--- src/rtl/perceptron_classifier_if.sv ---
// Signal bundle between the trainer/sample source and perceptron_classifier.
// The master drives weights, samples and out_ready; the slave (classifier) drives results.
interface perceptron_classifier_if #(
    parameter int W_W   = 14,
    parameter int X_W   = 7,
    parameter int CNT_W = 8
);
    localparam int ACC_W = W_W + X_W + 1;

    logic                    train_ready;
    logic signed [W_W-1:0]   w1_in;
    logic signed [W_W-1:0]   w2_in;
    logic signed [W_W-1:0]   bias_in;
    logic                    weights_vld;
    logic                    in_valid;
    logic                    in_ready;
    logic signed [X_W-1:0]   x1;
    logic signed [X_W-1:0]   x2;
    logic signed [1:0]       t;
    logic                    out_valid;
    logic                    out_ready;
    logic signed [ACC_W-1:0] y;
    logic signed [1:0]       class_out;
    logic                    mismatch;
    logic [CNT_W-1:0]        sample_cnt;
    logic [CNT_W-1:0]        err_cnt;

    modport master (
        output train_ready, w1_in, w2_in, bias_in, in_valid, x1, x2, t, out_ready,
        input  weights_vld, in_ready, out_valid, y, class_out, mismatch, sample_cnt, err_cnt
    );

    modport slave (
        input  train_ready, w1_in, w2_in, bias_in, in_valid, x1, x2, t, out_ready,
        output weights_vld, in_ready, out_valid, y, class_out, mismatch, sample_cnt, err_cnt
    );
endinterface

--- src/rtl/perceptron_classifier.sv ---
// Perceptron inference: y = bias + w1*x1 + w2*x2 on one shared multiplier, 4 cycles per sample.
// Define CLS_ERR_CNT_EN to keep the target register, mismatch flag and saturating err_cnt.
module perceptron_classifier #(
    parameter int W_W   = 14,
    parameter int X_W   = 7,
    parameter int CNT_W = 8
) (
    input logic                    clk,
    input logic                    rst,
    perceptron_classifier_if.slave bus
);
    localparam int ACC_W = W_W + X_W + 1;
    localparam int PRD_W = W_W + X_W;
    localparam logic signed [1:0] CLS_POS = 2'sb01;
    localparam logic signed [1:0] CLS_NEG = 2'sb11;

    typedef enum logic [2:0] {IDLE, LOAD, WAIT, MUL1, MUL2, RES} state_t;

    state_t                  state, state_nxt;
    logic signed [W_W-1:0]   w1_r, w2_r, bias_r;
    logic signed [X_W-1:0]   x1_r, x2_r;
    logic signed [ACC_W-1:0] acc;
    logic signed [1:0]       class_r;
    logic [CNT_W-1:0]        sample_cnt_r;

    logic signed [W_W-1:0]   mul_a;
    logic signed [X_W-1:0]   mul_b;
    logic signed [PRD_W-1:0] prod;
    logic signed [ACC_W-1:0] acc_sum;

    always_ff @(posedge clk or posedge rst) begin
        if (rst) state <= IDLE;
        else     state <= state_nxt;
    end

    always_comb begin
        // NOTE: default assigned first so no branch leaves state_nxt unassigned (no latch).
        state_nxt = state;
        if (state != IDLE && !bus.train_ready) begin
            state_nxt = IDLE;
        end else begin
            case (state)
                IDLE:    if (bus.train_ready) state_nxt = LOAD;
                LOAD:    state_nxt = WAIT;
                WAIT:    if (bus.in_valid) state_nxt = MUL1;
                MUL1:    state_nxt = MUL2;
                MUL2:    state_nxt = RES;
                RES:     if (bus.out_ready) state_nxt = WAIT;
                default: state_nxt = IDLE;
            endcase
        end
    end

    // The single multiplier serves w1*x1 in MUL1 and w2*x2 otherwise.
    assign mul_a   = (state == MUL1) ? w1_r : w2_r;
    assign mul_b   = (state == MUL1) ? x1_r : x2_r;
    assign prod    = mul_a * mul_b;
    assign acc_sum = acc + {{(ACC_W-PRD_W){prod[PRD_W-1]}}, prod};

    always_ff @(posedge clk or posedge rst) begin
        // NOTE: plain registers, no RAM, so every datapath register takes the async reset.
        if (rst) begin
            w1_r         <= '0;
            w2_r         <= '0;
            bias_r       <= '0;
            x1_r         <= '0;
            x2_r         <= '0;
            acc          <= '0;
            class_r      <= '0;
            sample_cnt_r <= '0;
        end else begin
            // NOTE: non-blocking throughout so every register sees pre-edge values.
            case (state)
                LOAD: begin
                    w1_r         <= bus.w1_in;
                    w2_r         <= bus.w2_in;
                    bias_r       <= bus.bias_in;
                    sample_cnt_r <= '0;
                end
                WAIT: if (bus.in_valid) begin
                    x1_r <= bus.x1;
                    x2_r <= bus.x2;
                    acc  <= {{(ACC_W-W_W){bias_r[W_W-1]}}, bias_r};
                end
                MUL1: acc <= acc_sum;
                MUL2: begin
                    acc     <= acc_sum;
                    class_r <= acc_sum[ACC_W-1] ? CLS_NEG : CLS_POS;
                end
                RES: if (bus.out_ready) sample_cnt_r <= sample_cnt_r + CNT_W'(1);
                default: ;
            endcase
        end
    end

`ifdef CLS_ERR_CNT_EN
    logic             t_neg;
    logic             mismatch_r;
    logic [CNT_W-1:0] err_cnt_r;

    // Only the sign of t matters, so a single bit is kept.
    always_ff @(posedge clk or posedge rst) begin
        if (rst) begin
            t_neg      <= 1'b0;
            mismatch_r <= 1'b0;
            err_cnt_r  <= '0;
        end else begin
            case (state)
                LOAD: err_cnt_r <= '0;
                WAIT: if (bus.in_valid) t_neg <= bus.t[1];
                MUL2: mismatch_r <= (acc_sum[ACC_W-1] != t_neg);
                RES:  if (bus.out_ready && mismatch_r && err_cnt_r != '1)
                          err_cnt_r <= err_cnt_r + CNT_W'(1);
                default: ;
            endcase
        end
    end

    assign bus.mismatch = mismatch_r;
    assign bus.err_cnt  = err_cnt_r;
`else
    assign bus.mismatch = 1'b0;
    assign bus.err_cnt  = '0;
`endif

    assign bus.weights_vld = (state == WAIT) || (state == MUL1) || (state == MUL2) || (state == RES);
    assign bus.in_ready    = (state == WAIT);
    assign bus.out_valid   = (state == RES);
    assign bus.y           = acc;
    assign bus.class_out   = class_r;
    assign bus.sample_cnt  = sample_cnt_r;
endmodule

--- src/flat_wrapper.sv ---
// flat-port wrapper written by rule: the top's interface ports become plain ports
module perceptron_classifier_flat 
#(
    parameter int W_W   = 14,
    parameter int X_W   = 7,
    parameter int CNT_W = 8
)
  (clk, rst, bus_train_ready, bus_w1_in, bus_w2_in, bus_bias_in, bus_in_valid, bus_x1, bus_x2, bus_t, bus_out_ready, bus_weights_vld, bus_in_ready, bus_out_valid, bus_y, bus_class_out, bus_mismatch, bus_sample_cnt, bus_err_cnt);
  perceptron_classifier_if #(.W_W(W_W), .X_W(X_W), .CNT_W(CNT_W)) bus_i ();
  input logic clk;
  input logic rst;
  input wire logic [$bits(bus_i.train_ready)-1:0] bus_train_ready;
  input wire logic [$bits(bus_i.w1_in)-1:0] bus_w1_in;
  input wire logic [$bits(bus_i.w2_in)-1:0] bus_w2_in;
  input wire logic [$bits(bus_i.bias_in)-1:0] bus_bias_in;
  input wire logic [$bits(bus_i.in_valid)-1:0] bus_in_valid;
  input wire logic [$bits(bus_i.x1)-1:0] bus_x1;
  input wire logic [$bits(bus_i.x2)-1:0] bus_x2;
  input wire logic [$bits(bus_i.t)-1:0] bus_t;
  input wire logic [$bits(bus_i.out_ready)-1:0] bus_out_ready;
  output wire logic [$bits(bus_i.weights_vld)-1:0] bus_weights_vld;
  output wire logic [$bits(bus_i.in_ready)-1:0] bus_in_ready;
  output wire logic [$bits(bus_i.out_valid)-1:0] bus_out_valid;
  output wire logic [$bits(bus_i.y)-1:0] bus_y;
  output wire logic [$bits(bus_i.class_out)-1:0] bus_class_out;
  output wire logic [$bits(bus_i.mismatch)-1:0] bus_mismatch;
  output wire logic [$bits(bus_i.sample_cnt)-1:0] bus_sample_cnt;
  output wire logic [$bits(bus_i.err_cnt)-1:0] bus_err_cnt;
  assign bus_i.train_ready = bus_train_ready;
  assign bus_i.w1_in = bus_w1_in;
  assign bus_i.w2_in = bus_w2_in;
  assign bus_i.bias_in = bus_bias_in;
  assign bus_i.in_valid = bus_in_valid;
  assign bus_i.x1 = bus_x1;
  assign bus_i.x2 = bus_x2;
  assign bus_i.t = bus_t;
  assign bus_i.out_ready = bus_out_ready;
  assign bus_weights_vld = bus_i.weights_vld;
  assign bus_in_ready = bus_i.in_ready;
  assign bus_out_valid = bus_i.out_valid;
  assign bus_y = bus_i.y;
  assign bus_class_out = bus_i.class_out;
  assign bus_mismatch = bus_i.mismatch;
  assign bus_sample_cnt = bus_i.sample_cnt;
  assign bus_err_cnt = bus_i.err_cnt;
  perceptron_classifier #(.W_W(W_W), .X_W(X_W), .CNT_W(CNT_W)) u_core (.clk(clk), .rst(rst), .bus(bus_i));
endmodule
--- config.mk ---
export PLATFORM = sky130hd
export DESIGN_NAME = perceptron_classifier_flat
export DESIGN_NICKNAME = d
export VERILOG_FILES = /design/src/rtl/perceptron_classifier_if.sv /design/src/rtl/perceptron_classifier.sv /design/src/flat_wrapper.sv
export SDC_FILE = /design/constraint.sdc
export NUM_CORES = 1
export LEC_CHECK = 0
export CORE_MARGIN = 1.5
export CORE_UTILIZATION = 25
export DETAILED_ROUTE_END_ITERATION = 7
export DONT_BUFFER_PORTS = 1
export PLACE_DENSITY = 0.36
export RECOVER_POWER = 25
export SLEW_MARGIN = 20
export SYNTH_ARGS = -nofsm -noshare
export SYNTH_HDL_FRONTEND = slang
export SYNTH_SLANG_ARGS = --single-unit
--- constraint.sdc ---
create_clock -name clk -period 19.1 [get_ports clk]
set_input_delay 1.91 -clock clk [delete_from_list [all_inputs] [get_ports clk]]
set_output_delay 1.91 -clock clk [all_outputs]
set_load 0.01 [all_outputs]
==> impl_metrics.ini <==
[run_status]
status = complete, but fails checks
violations = max-capacitance violations, max-slew violations

[drt]
detail_route.iter0.violations = 156
drtPass1Iterations = 4
num_vias = 5803
ant_nets = 0
routed_via_density = 4.43
post_drt_wl_per_cell_um = 15.6
drc = 0
finalWirelength_um = 20400

[global_routing]
grt_pass1_wl_um = 33400
grt_usage = 0.127
antenna_found_initial = 1
grt_overflow = 0
grt_pass1_vias = 6263
grt_max_degree = 62

[sta]
skew_ns = 0.0103
min_period_ns = 8.68
hold_viol_final = 0
layout_worst_path_cycle_share = 0.454
max_slew_margin = -0.427
timing.fmax_mhz = 115
worst_slew_pin_slew_ns = 2.14
finalSetupTns_ns = 0
slew_violations = 83
grt_setup_unrepaired = false
setup_viol = 0

[synthesis]
synth_ff_type = dfrtp_1
synth.area.top_cells = dfrtp_1, fa_1, ha_1, mux2_2, inv_1
yosys_warnings = 0
seq_area_frac_synth = 0.277
yosysMostFrequentCell = inv_1
synth_edf_count = 0
synthCells = 869
ys_ff_latch = 91
synth.avg_cell_area_um2 = 9.47
yosys.area.top_type_share = 0.277
synth_top_cells_by_count = inv_1, nor2_1, dfrtp_1
synth_area_um2 = 8230
synth_area_leader_cell = dfrtp_1
synthDistinctLibCells = 57
ys_async_sr_fraction = 1.00

[place]
gp_congestion = 0.736
dp_hpwl_um = 16400
dp_cells = 1294
portBuffers = 0

[clock_tree]
cts-root-buf = clkbuf_16
tritoncts = built
cts_buffers = 9
postCtsHoldBufs = 0
path_clk_slew_ns = 0.07
post_cts_buffers = 0
cts_htree_levels = 3
clk_path_buf_depth = 2
post_cts_resize_count = 0
clkLatencyLatePin_ns = 0.36
clock-sinks = 91

[worst_setup_path]
crit_type = flip-flop to flip-flop
end_kind = flip-flop
critPathLaunchType = flip-flop
critPathArrivalTime_ns = 8.93
cp_max_fo = 23
r2r_slack_ns = 10.42
worstPathRequired_ns = 19.35

[die]
die_y_um = 184
die-area_um2 = 34000
start_util = 0.254
io_pins = 107
die_w_um = 184
core_area_um2 = 32500
rows = 66

[finish]
antennaDiodeCount = 0
utilization = 0.277
multi_input_area_um2 = 5400
fillers = 3490
layout.nets = 1067
syn_to_final_growth_pct = 9.38
drive_gt1_frac = 0.100
stdcell_count = 1310
register_area_um2 = 2280

[job]
drv_cap = 3

[hold_path]
hold_path_class = flip-flop to flip-flop
metal layers:
metal | track usage | share of wire
met1 | 0.166 | 0.46
met2 | 0.213 | 0.48
met5 | 0 | 0.00078
met3 | 0.0287 | 0.046
met4 | 0.0311 | 0.0088
layout make-up:
| type | count | share of cell area |
|---|---|---|
| clock buffer | 11 | 0.0270 |
| clock inverter | 5 | 0.00403 |
| inverter | 113 | 0.0473 |
| multi-input combinational | 639 | 0.600 |
| sequential | 91 | 0.253 |
| tap | 442 | 0.0614 |
| timing repair buffer | 9 | 0.00709 |
layout by cell type, fill, tap and decap left out, types with 3 or more instances in the layout:
cell and n:
a211oi_1 3, a21o_1 4, a21oi_1 35, a22oi_1 11, and2_1 16, and3_1 4, buf_4 8, clkbuf_16 9
conb_1 9, dfrtp_1 91, fa_1 75, ha_1 66, inv_1 112, mux2_2 42, mux2i_1 21, nand2_1 81
nand2b_1 7, nand3_1 11, nor2_1 97, nor2b_1 8, nor3_1 6, nor3b_1 6, o211ai_1 5, o21a_1 3
o21ai_0 33, o22ai_1 3, or2_2 13, xnor2_1 24, xor2_1 20
cells by family after synthesis:
family,count (synthesis),share of synthesized area
muxes,65,0.0854
AOI/OAI and AO/OA,118,0.0918
adders and majority gates,141,0.283
xor gates and xnor gates,44,0.0468
and+or+nand+nor,262,0.145
other,1,0.000456
DFF,91,0.277
buffers and inverters,147,0.0713
worst paths after layout:
kind | startpoint | end | cells after the start
max in group asynchronous | rst | u_core.w2_r[12]$_DFFE_PP0N_ | 2
max reg2reg | u_core.state[2]$_DFFE_PP0P_ | u_core.bus.y[21]$_DFFE_PP0P_ | 27
max | u_core.state[2]$_DFFE_PP0P_ | u_core.bus.y[21]$_DFFE_PP0P_ | 27
min | u_core.x2_r[3]$_DFFE_PP0P_ | u_core.x2_r[3]$_DFFE_PP0P_ | 2
min in group asynchronous | rst | u_core.bias_r[4]$_DFFE_PP0N_ | 1
min reg2reg | u_core.x2_r[3]$_DFFE_PP0P_ | u_core.x2_r[3]$_DFFE_PP0P_ | 2
registers in the layout (all words and copies together) (netlist names), 3 cells and up:
| signal | count |
|---|---|
| u_core.bias_r | 14 |
| u_core.w2_r | 14 |
| u_core.w1_r | 14 |
| u_core.bus.y | 22 |
| u_core.bus.sample_cnt | 8 |
| u_core.x1_r | 7 |
| u_core.state | 3 |
| u_core.x2_r | 7 |
through the flow:
stage / cell area [um2] / setup WS (ns) / hold slack (ns)
after CTS: 9010 / 10.22 / 0.484
final: 9000 / 10.42 / 0.480
after floorplan: 8260 / 11.27 / 0.445
after global routing: 9000 / 9.65 / 0.504
after detailed placement: 8740 / 10.21 / 0.466
after global placement: 8740 / 10.28 / 0.458
critical path, cell delays in order (launching register included):
cell	delay, ns
dfrtp_1	0.50
nand3b_1	0.19
buf_4	0.44
mux2i_2	0.87
nor2_1	0.16
fa_1	0.52
fa_1	0.52
fa_1	0.55
inv_1	0.06
fa_1	0.54
inv_1	0.05
ha_1	0.37
a2111oi_2	0.37
nand2_1	0.12
a221o_1	0.37
a21oi_1	0.16
o21ai_0	0.13
xor2_1	0.22
ha_1	0.28
a21oi_1	0.18
nand2_1	0.08
or2_2	0.27
o221a_1	0.25
a41oi_1	0.32
a21oi_2	0.09
xor2_1	0.46
o21ai_0	0.14
a211o_1	0.31
Power is not shown: default switching activity piles up to over one toggle a cycle in this logic, so the estimate is an artifact.
